--- src/rtl/development_milestone_tracker.sv ---
// Debounces the raw development stage into committed transitions, with
// up/down event pulses, a high-water mark, a regression flag and a saturating age.
module development_milestone_tracker #(
  parameter int unsigned HOLD_CYCLES = 4,
  parameter int unsigned AGE_W       = 12
) (
  input  logic             clk,
  input  logic             rst_n,
  input  logic [1:0]       development_stage,
  output logic [1:0]       committed_stage,
  output logic [1:0]       max_stage,
  output logic             stage_up,
  output logic             stage_down,
  output logic             regressed,
  output logic [AGE_W-1:0] stage_age
);

  localparam int unsigned      CNT_W    = $clog2(HOLD_CYCLES + 1);
  localparam logic [CNT_W-1:0] CNT_ONE  = CNT_W'(1);
  localparam logic [CNT_W-1:0] CNT_LAST = CNT_W'(HOLD_CYCLES - 1);
  localparam logic [AGE_W-1:0] AGE_MAX  = '1;
  localparam bit               IMMEDIATE = (HOLD_CYCLES == 1);

  typedef enum logic {
    STABLE,
    PENDING
  } state_t;

  state_t           state;
  logic [1:0]       candidate;
  logic [CNT_W-1:0] hold_cnt;
  logic             commit;
  logic [1:0]       commit_val;

  // Decide whether this edge commits, and which value it commits.
  always_comb begin
    commit     = 1'b0;
    commit_val = committed_stage;
    case (state)
      STABLE: begin
        if (IMMEDIATE && (development_stage != committed_stage)) begin
          commit     = 1'b1;
          commit_val = development_stage;
        end
      end
      PENDING: begin
        if ((development_stage == candidate) && (hold_cnt == CNT_LAST)) begin
          commit     = 1'b1;
          commit_val = candidate;
        end
      end
      default: ;
    endcase
  end

  always_ff @(posedge clk or negedge rst_n) begin
    if (!rst_n) begin
      state           <= STABLE;
      candidate       <= 2'd0;
      hold_cnt        <= '0;
      committed_stage <= 2'd0;
      max_stage       <= 2'd0;
      stage_up        <= 1'b0;
      stage_down      <= 1'b0;
      stage_age       <= '0;
    end else begin
      stage_up   <= 1'b0;
      stage_down <= 1'b0;

      if (commit) begin
        committed_stage <= commit_val;
        if (commit_val > max_stage) max_stage <= commit_val;
        stage_age  <= '0;
        stage_up   <= (commit_val > committed_stage);
        stage_down <= (commit_val < committed_stage);
      end else if (stage_age != AGE_MAX) begin
        stage_age <= stage_age + 1'b1;
      end

      case (state)
        STABLE: begin
          if (!IMMEDIATE && (development_stage != committed_stage)) begin
            state     <= PENDING;
            candidate <= development_stage;
            hold_cnt  <= CNT_ONE;
          end else begin
            hold_cnt <= '0;
          end
        end
        PENDING: begin
          if (development_stage == candidate) begin
            if (hold_cnt == CNT_LAST) begin
              state    <= STABLE;
              hold_cnt <= '0;
            end else begin
              hold_cnt <= hold_cnt + 1'b1;
            end
          end else if (development_stage == committed_stage) begin
            state    <= STABLE;
            hold_cnt <= '0;
          end else begin
            // A third value restarts the debounce rather than aborting it.
            candidate <= development_stage;
            hold_cnt  <= CNT_ONE;
          end
        end
        default: begin
          state    <= STABLE;
          hold_cnt <= '0;
        end
      endcase
    end
  end

  assign regressed = (committed_stage < max_stage);

endmodule

--- config.mk ---
export PLATFORM = sky130hd
export DESIGN_NAME = development_milestone_tracker
export DESIGN_NICKNAME = d
export VERILOG_FILES = /design/src/rtl/development_milestone_tracker.sv
export SDC_FILE = /design/constraint.sdc
export NUM_CORES = 1
export LEC_CHECK = 0
export ABC_AREA = 1
export BUFFER_PORTS_ARGS = -buffer_cell sky130_fd_sc_hd__buf_4
export CORE_MARGIN = 2
export CORE_UTILIZATION = 55
export DETAILED_ROUTE_END_ITERATION = 12
export PLACE_DENSITY_LB_ADDON = 0.12
export SLEW_MARGIN = 15
export SYNTH_ARGS = -nofsm -noshare
export SYNTH_HDL_FRONTEND = slang
export SYNTH_SLANG_ARGS = --single-unit
--- constraint.sdc ---
create_clock -name clk -period 3.4 [get_ports clk]
set_input_delay 0.68 -clock clk [delete_from_list [all_inputs] [get_ports clk]]
set_output_delay 0.68 -clock clk [all_outputs]
set_load 0.02 [all_outputs]
==> run_results.csv, run 1 <==
group,metric,value,unit
place,io_buffer_count,22,
layout,utilization,66.8,%
sta,finalCritPeriodShare,71.3,%
place,post-place-cells,236,
critical_path,cp_top_family,"simple AND/OR/NAND/NOR gates",
place,dp_slack,698,ps
floorplan,rows,18,
critical_path,endpoint_kind,"flop",
pwr,p_per_area,803,mW/mm^2
sta,tns,0,ps
layout,nFillCells,201,
critical_path,reg2reg_from,"hold_cnt[0]",
critical_path,start_kind,"flop",
layout,final-seq-area,601,um^2
logic_synthesis,synthCells,186,
clocking,cts_made_buffers,3,
clocking,clk_latency,320,ps
critical_path,crit_chain,"ha_1 > nand2_1 > inv_1 > nand2_2 > nand2_1 > o21ai_1 > ha_1 > nand2_1 > a21boi_0 > nand3_1 > nand2_1 > nand2_1",
sta,setup_violations,0,
clocking,cts_tree,"done",
routing,finalWirelength,2.63,mm
sta,fmax,413,MHz
hold_path,hold_class,"input port to async pin",
clocking,postCtsHoldBufs,0,
clocking,cts_buffer_depth,2,
layout,layout_common_cells,"68 x nand2_1, 24 x dfrtp_1, 22 x buf_4, 20 x inv_1, 19 x nor2_1",
logic_synthesis,ys_seq_area_share,42.8,%
sta,finalHoldViolations,0,
place,place_hpwl,2.06,mm
sta,rsz0062_at_grt,"false",
floorplan,die_y,54.5,um
clocking,cts_resized,0,
floorplan,dieArea,0.00297,mm^2
critical_path,r2r_slack,980,ps
sta,relSlewSlack,72.5,%
grt,track_usage,21.1,%
routing,post-route-drc-count,0,
clocking,cts_max_level,1,
logic_synthesis,avgSynthCellArea,7.54,um^2
grt,grt_pass1_wl,4.44,mm
logic_synthesis,synth_seq_cells,24,
routing,ant_nets,0,
sta,whs,232,ps
logic_synthesis,ys_warn_count,0,
routing,drtIter0Drc,12,
clocking,cts_sinks,24,
floorplan,fp.dieW,54.5,um
layout,multi_input_area,693,um^2
floorplan,start_util,57.1,%
routing,vias_per_cell,4.98,
routing,first_pass_iters,4,
critical_path,critPathMaxFanout,20,
sta,drv_slew,0,
critical_path,crit_top_cell,"nand2_1",
layout,stdcell_area,0.00164,mm^2
layout,nets,222,
critical_path,r2r_cells,12,
sta,worst_pin_slew,412,ps
critical_path,slowest_stage,"dfrtp_1",
clocking,cts-root-buf,"clkbuf_4",
layout,antenna_cells,0,
status,status,"finished, final reports clean",
layout,drive_gt1_share,19.0,%
pwr,p_leak,0.883,nW
grt,grt_max_degree,25,
place,dpl_cell_area,0.00159,mm^2
critical_path,path_class,"flop to flop",
critical_path,r2r-end,"max_stage[0]",
layout,final_common_cell,"nand2_1",
pwr,peakVddDrop,0.000517,V
logic_synthesis,synth_fp_nets,197,
place,gp_congestion,0.806,
logic_synthesis,synth_area,0.00140,mm^2
routing,via_count,1195,
sta,fin_ws,976,ps
layout,final_cells,240,
layout,area_delta_synth_final,16.9,%
clocking,path_clk_slew,130,ps
clocking,cts_setup_buffers,0,
critical_path,crit_required,3620,ps
grt,overflow,0,
floorplan,ios,23,
critical_path,cp.buffers_inverters,1,
routing,drt-wirelength-per-cell,11.0,um
critical_path,arrival,2640,ps
floorplan,core-area,0.00245,mm^2
logic_synthesis,ys_types,24,
flow_run,drv_cap,0,
grt,first_global_vias,1108,
critical_path,slowest_delay,400,ps
pwr,fin_total_pwr,1.32,mW
sta,finClkSkew,8.52,ps
grt,antenna_found_initial,0,
sta,period_minus_slack,2420,ps
## logic make-up (layout without fill, tap and decap cells)
kind of cell | after synthesis | after routing | share of synthesized area (%)
AOI/OAI and AO/OA | 14 | 14 | 6.16
xor gates and xnor gates | 3 | 3 | 1.87
adders and majority gates | 7 | 7 | 6.24
buffers and inverters | 26 | 50 | 7.76
DFF | 24 | 24 | 42.8
and+or+nand+nor | 112 | 112 | 35.1
## cell usage after synthesis, drive strengths merged
master / n / area share (%)
ha: 7 / 6.2
xnor2: 1 / 0.62
clkinv: 1 / 0.27
nor2: 21 / 6.7
nand3: 9 / 3.6
inv: 23 / 6.2
nand3b: 3 / 1.6
xor2: 2 / 1.2
o21ai: 8 / 3.7
nand4: 4 / 1.8
nand2: 73 / 21
buf: 2 / 1.3
dfrtp: 24 / 43
a21oi: 4 / 1.4
a21boi: 2 / 1.1
nor3: 2 / 0.71
## power breakdown
| group | internal (mW) | switching, mW |
|---|---|---|
| Sequential | 0.370 | 0.0929 |
| Combinational | 0.258 | 0.390 |
| Clock | 0.119 | 0.0861 |
| Total | 0.747 | 0.569 |
## state kept, by name (all words and copies together) (netlist names)
register,count
stage_age,12
hold_cnt,3
candidate,2
committed_stage,2
max_stage,2
stage_down,1
stage_up,1
state,1
## area by class of cell
class / count / area share (%)
Timing Repair Buffer: 22 / 10.1
Clock inverter: 1 / 1.83
Multi-Input combinational cell: 136 / 42.3
Sequential cell: 24 / 36.6
Clock buffer: 3 / 1.37
Inverter: 24 / 5.50
Tap cell: 30 / 2.29
## how the worst max path moves through the flow
| stage | cells after the start | start | endpoint | slack [ps] |
|---|---|---|---|---|
| after floorplan | 14 | development_stage[1] | max_stage[0] | 1140 |
| after global placement | 14 | development_stage[1] | max_stage[1] | 770 |
| after detailed placement | 13 | development_stage[1] | max_stage[0] | 700 |
| after CTS | 12 | hold_cnt[0] | max_stage[0] | 990 |
| after global routing | 12 | hold_cnt[0] | max_stage[1] | 610 |
| final | 12 | hold_cnt[0] | max_stage[0] | 980 |
## metal layers
layer	up-vias	share of wire (%)	track usage (%)
met5	-	0	0
li1	628	-	-
met4	0	2.1	10.8
met3	6	2.9	3.01
met2	19	49	38.2
met1	542	46	23.9
(Power assumes the default switching activity.)
==> run 2, diff against run 1 <==
--- a/config.mk
+++ b/config.mk
@@ -5,10 +5,10 @@
 export SDC_FILE = /design/constraint.sdc
 export NUM_CORES = 1
 export LEC_CHECK = 0
-export ABC_AREA = 1
+export ABC_AREA = 0
 export BUFFER_PORTS_ARGS = -buffer_cell sky130_fd_sc_hd__buf_4
 export CORE_MARGIN = 2
-export CORE_UTILIZATION = 55
+export CORE_UTILIZATION = 49
 export DETAILED_ROUTE_END_ITERATION = 12
 export PLACE_DENSITY_LB_ADDON = 0.12
 export SLEW_MARGIN = 15
==> constraint.sdc (replaced) <==
create_clock -name clk -period 2.02 [get_ports clk]
set_input_delay 0.404 -clock clk [delete_from_list [all_inputs] [get_ports clk]]
set_output_delay 0.404 -clock clk [all_outputs]
set_load 0.02 [all_outputs]
==> run 2 against run 1 <==
Net effect: the run now ends with negative setup slack left; synthesized area shrank 9.1%; worst setup slack lost 1000 ps; sequential power grew 110%; cell count shrank 20%; total power grew 110%; flip-flop and latch count is the same; non-clock buffer count grew 14; count of clock-buffer cells in the layout is the same; maximum frequency grew 17%; global-route usage shrank 1.4 points; clock power is essentially flat; critical path type unchanged.
==> run_results.csv, run 2 <==
group,metric,value,unit
logic_synthesis,synth_xor_area_share,4.81,%
grt,first_global_vias,942,
clocking,cts_buffer_depth,2,
floorplan,dieArea,0.00303,mm^2
logic_synthesis,synth_area,0.00127,mm^2
sta,rsz0062_at_grt,"true",
sta,fmax,483,MHz
logic_synthesis,synth_compound_area_share,10.9,%
routing,post-route-drc-count,0,
status,failed_checks,"negative setup slack",
critical_path,crit_chain,"ha_2 > nor2b_4 > and4_4 > nand2_4 > o21ai_4 > ha_4 > a211oi_4 > mux2_4",
place,dp_slack,-203,ps
floorplan,fp.dieW,55.0,um
logic_synthesis,synth_seq_cells,24,
grt,antenna_found_initial,0,
logic_synthesis,synth_fa_ha_area_share,6.87,%
logic_synthesis,ys_seq_area_share,47.1,%
sta,finClkSkew,7.47,ps
floorplan,die_y,55.0,um
logic_synthesis,ys_types,30,
logic_synthesis,synth_edf_count,0,
floorplan,ios,23,
logic_synthesis,ys_warn_count,0,
critical_path,endpoint_kind,"flop",
status,status,"finished, violations left",
critical_path,reg2reg_from,"hold_cnt[0]",
critical_path,crit_required,2230,ps
layout,utilization,68.0,%
grt,overflow,0,
sta,worst_pin_slew,491,ps
hold_path,hold_class,"input port to flop",
critical_path,arrival,2280,ps
hold_path,holdPathEnd,"candidate[1]",
layout,multi_input_area,732,um^2
layout,area_delta_synth_final,32.1,%
layout,max_flop_register,"stage_age",
flow_run,drv_cap,0,
layout,drive_gt1_share,36.2,%
logic_synthesis,synth_top_cell_area_share,47.1,%
layout,layout_common_cells,"35 x buf_4, 24 x dfrtp_1, 15 x nor2_1, 8 x o21ai_0, 7 x nand2_1",
logic_synthesis,avgSynthCellArea,10.0,um^2
routing,drtIter0Drc,9,
critical_path,start_kind,"flop",
place,post-place-cells,185,
sta,finalHoldViolations,0,
sta,finalCritPeriodShare,102,%
layout,final_common_cell,"buf_4",
layout,top_regs,"stage_age: 12 flops, hold_cnt: 3 flops",
sta,setup_violations,2,
sta,fin_ws,-48.3,ps
critical_path,slowest_stage,"dfrtp_1",
sta,tns,-91.7,ps
layout,final-seq-area,601,um^2
clocking,cts_tree,"done",
routing,first_pass_iters,4,
layout,largest_register_ff_count,12,
logic_synthesis,synth_top_area_cell,"dfrtp_1",
clocking,cts_sinks,24,
pwr,p_leak,0.781,nW
layout,nets,176,
critical_path,path_class,"flop to flop",
hold_path,worstHoldPathCells,3,
place,place_hpwl,1.95,mm
routing,vias_per_cell,5.50,
clocking,path_clk_slew,130,ps
grt,grt_max_degree,25,
layout,antenna_cells,0,
layout,final_cells,193,
clocking,cts_made_buffers,3,
hold_path,worstHoldStart,"development_stage[1]",
clocking,clk_latency,310,ps
critical_path,slowest_delay,380,ps
floorplan,rows,18,
routing,drt-wirelength-per-cell,14.3,um
critical_path,r2r_cells,8,
place,gp_congestion,0.867,
routing,via_count,1061,
logic_synthesis,synth_simple_gate_area_share,22.3,%
logic_synthesis,synthCells,127,
floorplan,core-area,0.00248,mm^2
sta,relSlewSlack,67.0,%
layout,nFillCells,214,
logic_synthesis,synth_area_leaders,"dfrtp_1 47%, ha_1 6.9%, nor2_1 4.4%",
sta,period_minus_slack,2070,ps
routing,finalWirelength,2.77,mm
critical_path,r2r-end,"max_stage[1]",
logic_synthesis,synth_fp_nets,138,
pwr,fin_total_pwr,2.78,mW
logic_synthesis,synth_commonest_cells,"24 x dfrtp_1, 15 x nor2_1, 10 x o21ai_0",
sta,drv_slew,0,
logic_synthesis,synthMostInstantiatedCell,"dfrtp_1",
pwr,peakVddDrop,0.00109,V
clocking,cts-root-buf,"clkbuf_4",
clocking,cts_max_level,1,
grt,grt_pass1_wl,4.21,mm
logic_synthesis,synth_top_family_by_area,"simple AND/OR/NAND/NOR gates",
grt,track_usage,19.7,%
critical_path,r2r_slack,-50,ps
routing,ant_nets,0,
pwr,p_per_area,1650,mW/mm^2
place,io_buffer_count,22,
critical_path,critPathMaxFanout,3,
floorplan,start_util,51.5,%
logic_synthesis,ys.flop_type,"dfrtp_1",
logic_synthesis,synthMuxAreaShare,5.00,%
logic_synthesis,synthArstFlopShare,100,%
run 2: what timing repair did:
item | CTS | global route
resized for setup | 5 | 5
gates cloned | 0 | 0
setup buffers | 3 | 1
setup endpoints to repair | 2 | 4
endpoints found under the hold margin | 24 | 0
hold buffers | 1 | 0
pin swaps | 6 | 0
run 2: where the power goes:
part	internal [mW]	total [mW]	switching, mW
Sequential	0.683	0.973	0.290
Clock	0.0696	0.208	0.139
Combinational	0.779	1.60	0.819
Total	1.53	2.78	1.25
run 2: metrics by stage:
stage / instance area (um^2) / hold slack (ps)
2_1_floorplan: 1330 / 108
3_3_place_gp: 1570 / 321
3_5_place_dp: 1570 / 324
4_1_cts: 1660 / 375
5_1_grt: 1680 / 395
6_report: 1680 / 383
run 2: worst max path at each step:
stage | startpoint | to | slack [ps]
final | hold_cnt[0] | max_stage[1] | -50
after global routing | hold_cnt[0] | max_stage[1] | -130
after CTS | hold_cnt[0] | max_stage[1] | -40
after detailed placement | development_stage[0] | max_stage[1] | -200
after global placement | development_stage[0] | max_stage[0] | -160
after floorplan | hold_cnt[0] | max_stage[0] | -130
run 2: cell type report:
| cell class | instances | area share (%) |
|---|---|---|
| Clock buffer | 3 | 1.34 |
| Inverter | 5 | 1.11 |
| Tap cell | 30 | 2.23 |
| Multi-Input combinational cell | 95 | 43.5 |
| Sequential cell | 24 | 35.7 |
| Timing Repair Buffer | 36 | 16.2 |
run 2: logic make-up after synthesis:
group,after synthesis
AO/OA/AOI/OAI,24
multiplexers,6
XOR/XNOR,7
AND/OR/NAND/NOR,51
flip-flops,24
buffers and inverters,8
adder cells (fa/ha/maj),7
run 2: per-layer routing:
layer	share of wire [%]	track usage [%]	routed length (um)
met4	1.3	7.72	37
met1	47	26.8	1290
met2	49	31.7	1340
met5	0	0	0
met3	3.5	2.96	97
run 2: worst max-delay path, delay by kind of cell, from the launching register on:
kind | cells | cell delay (ps)
AND/OR/NAND/NOR | 3 | 510
adder cells (fa/ha/maj) | 2 | 410
flip-flops | 1 | 380
AO/OA/AOI/OAI | 2 | 350
multiplexers | 1 | 320
==> run 3, diff against run 2 <==
--- a/config.mk
+++ b/config.mk
@@ -7,8 +7,10 @@
 export LEC_CHECK = 0
 export ABC_AREA = 0
 export BUFFER_PORTS_ARGS = -buffer_cell sky130_fd_sc_hd__buf_4
+export CELL_PAD_IN_SITES_DETAIL_PLACEMENT = 1
+export CELL_PAD_IN_SITES_GLOBAL_PLACEMENT = 1
 export CORE_MARGIN = 2
-export CORE_UTILIZATION = 49
+export CORE_UTILIZATION = 38
 export DETAILED_ROUTE_END_ITERATION = 12
 export PLACE_DENSITY_LB_ADDON = 0.12
 export SLEW_MARGIN = 15
==> run 3 against run 2 <==
Net effect: the flow still finishes with violations (negative setup slack); via count up 2.5%; total power up 0.98%; register-to-register slack worse by 60 ps; first-iteration DRC count up 100%; sequential power about the same; worst hold slack worse by 29 ps; clock skew up 1.6 ps; critical endpoint is now max_stage[0]; highest routed layer unchanged.
==> run_results.csv, run 3 (synthesized netlist as in run 2, its figures left out) <==
group,metric,value,unit
routing,post-route-drc-count,0,
critical_path,endpoint_kind,"flop",
place,io_buffer_count,22,
layout,max_flop_register,"stage_age",
layout,final_common_cell,"buf_4",
routing,first_pass_iters,4,
sta,period_minus_slack,2120,ps
sta,finalHoldViolations,0,
routing,wl_met2,1.64,mm
clocking,cts_buffer_depth,2,
critical_path,r2r_slack,-100,ps
critical_path,critPathMaxFanout,3,
floorplan,die_y,61.9,um
routing,via_count,1087,
floorplan,core-area,0.00328,mm^2
sta,finalCritPeriodShare,105,%
critical_path,start_kind,"flop",
grt,overflow,0,
clocking,clk_latency,320,ps
layout,top_regs,"stage_age: 12 flops, hold_cnt: 3 flops",
critical_path,crit_required,2230,ps
sta,worst_pin_slew,435,ps
sta,relSlewSlack,70.8,%
grt,grt_max_degree,25,
routing,wl_met1,1.33,mm
routing,ant_nets,0,
floorplan,dieArea,0.00383,mm^2
pwr,p_per_area,1630,mW/mm^2
routing,vias_per_cell,5.15,
sta,fin_ws,-105,ps
clocking,cts_max_level,1,
grt,grt_pass1_wl,5.08,mm
sta,fmax,471,MHz
layout,antenna_cells,0,
sta,finClkSkew,9.02,ps
layout,nets,177,
flow_run,drv_cap,0,
clocking,path_clk_slew,140,ps
floorplan,start_util,38.8,%
sta,setup_violations,3,
pwr,fin_total_pwr,2.81,mW
sta,drv_slew,0,
sta,rsz0062_at_grt,"true",
grt,antenna_found_initial,0,
routing,routed.top_layer,"met4",
place,place_hpwl,2.20,mm
clocking,cts_sinks,24,
layout,stdcell_area,0.00173,mm^2
floorplan,ios,23,
hold_path,hold_class,"input port to flop",
routing,wl_met3,70,um
pwr,p_leak,0.789,nW
floorplan,fp.dieW,61.9,um
routing,drtIter0Drc,18,
layout,drive_gt1_share,36.4,%
layout,layout_common_cells,"36 x buf_4, 24 x dfrtp_1, 15 x nor2_1, 8 x o21ai_0, 7 x nand2_1",
status,failed_checks,"negative setup slack",
layout,largest_register_ff_count,12,
status,status,"finished, violations left",
clocking,cts_made_buffers,3,
clocking,cts-root-buf,"clkbuf_4",
clocking,cts_tree,"done",
routing,finalWirelength,3.05,mm
critical_path,arrival,2340,ps
sta,tns,-263,ps
place,dpl_cell_area,0.00159,mm^2
layout,area_delta_synth_final,35.3,%
floorplan,rows,21,
routing,drt-wirelength-per-cell,14.5,um
grt,first_global_vias,1108,
critical_path,path_class,"flop to flop",
pwr,peakVddDrop,0.000593,V
grt,track_usage,18.2,%
layout,utilization,52.5,%
place,dp_slack,-258,ps
place,gp_congestion,0.779,
run 3: what timing repair did:
| action | 4_1_cts | 5_1_grt |
|---|---|---|
| setup endpoints to repair | 2 | 4 |
| hold buffers | 1 | 0 |
| setup buffers | 4 | 1 |
| pin swaps | 6 | 4 |
| resized for setup | 5 | 4 |
| endpoints found under the hold margin | 24 | 0 |
run 3: per-layer routing:
metal,up-vias,track usage (%)
met2,17,32.6
met1,539,22.2
met3,2,2.69
met4,0,6.38
li1,529,-
met5,-,0
run 3: area by class of cell:
type                            count  area, um^2
Tap cell                           46        57.6
Timing Repair Buffer               37         280
Inverter                            5        18.8
Fill cell                         374        1560
Sequential cell                    24         601
Multi-Input combinational cell     95         732
Clock buffer                        4        36.3
run 3: power by group:
group          internal (mW)  total, mW  switching (mW)
Clock                  0.110      0.262           0.152
Combinational          0.758       1.57           0.812
Sequential             0.683      0.975           0.292
run 3: path summary, 6_finish.rpt:
check	depth (start not counted)	to	from
setup reg to reg	6	max_stage[0]	candidate[1]
max in group asynchronous	2	stage_age[1]	rst_n
min in group asynchronous	2	hold_cnt[2]	rst_n
setup / recovery	6	max_stage[0]	candidate[1]
hold reg to reg	1	stage_age[6]	stage_age[6]
hold / removal	3	candidate[1]	development_stage[1]
run 3: per-stage QoR:
| step | hold WS [ps] | instances |
|---|---|---|
| floorplan | 108 | 127 |
| global placement | 324 | 201 |
| detailed placement | 332 | 201 |
| CTS | 343 | 210 |
| global route | 322 | 211 |
| finish | 354 | 211 |
run 3: critical path: stages (launching register included):
cell and delay, ps:
dfrtp_1 440, xnor2_2 280, nand4_4 150, mux2i_2 230, ha_1 290, a211oi_4 310
mux2_4 330
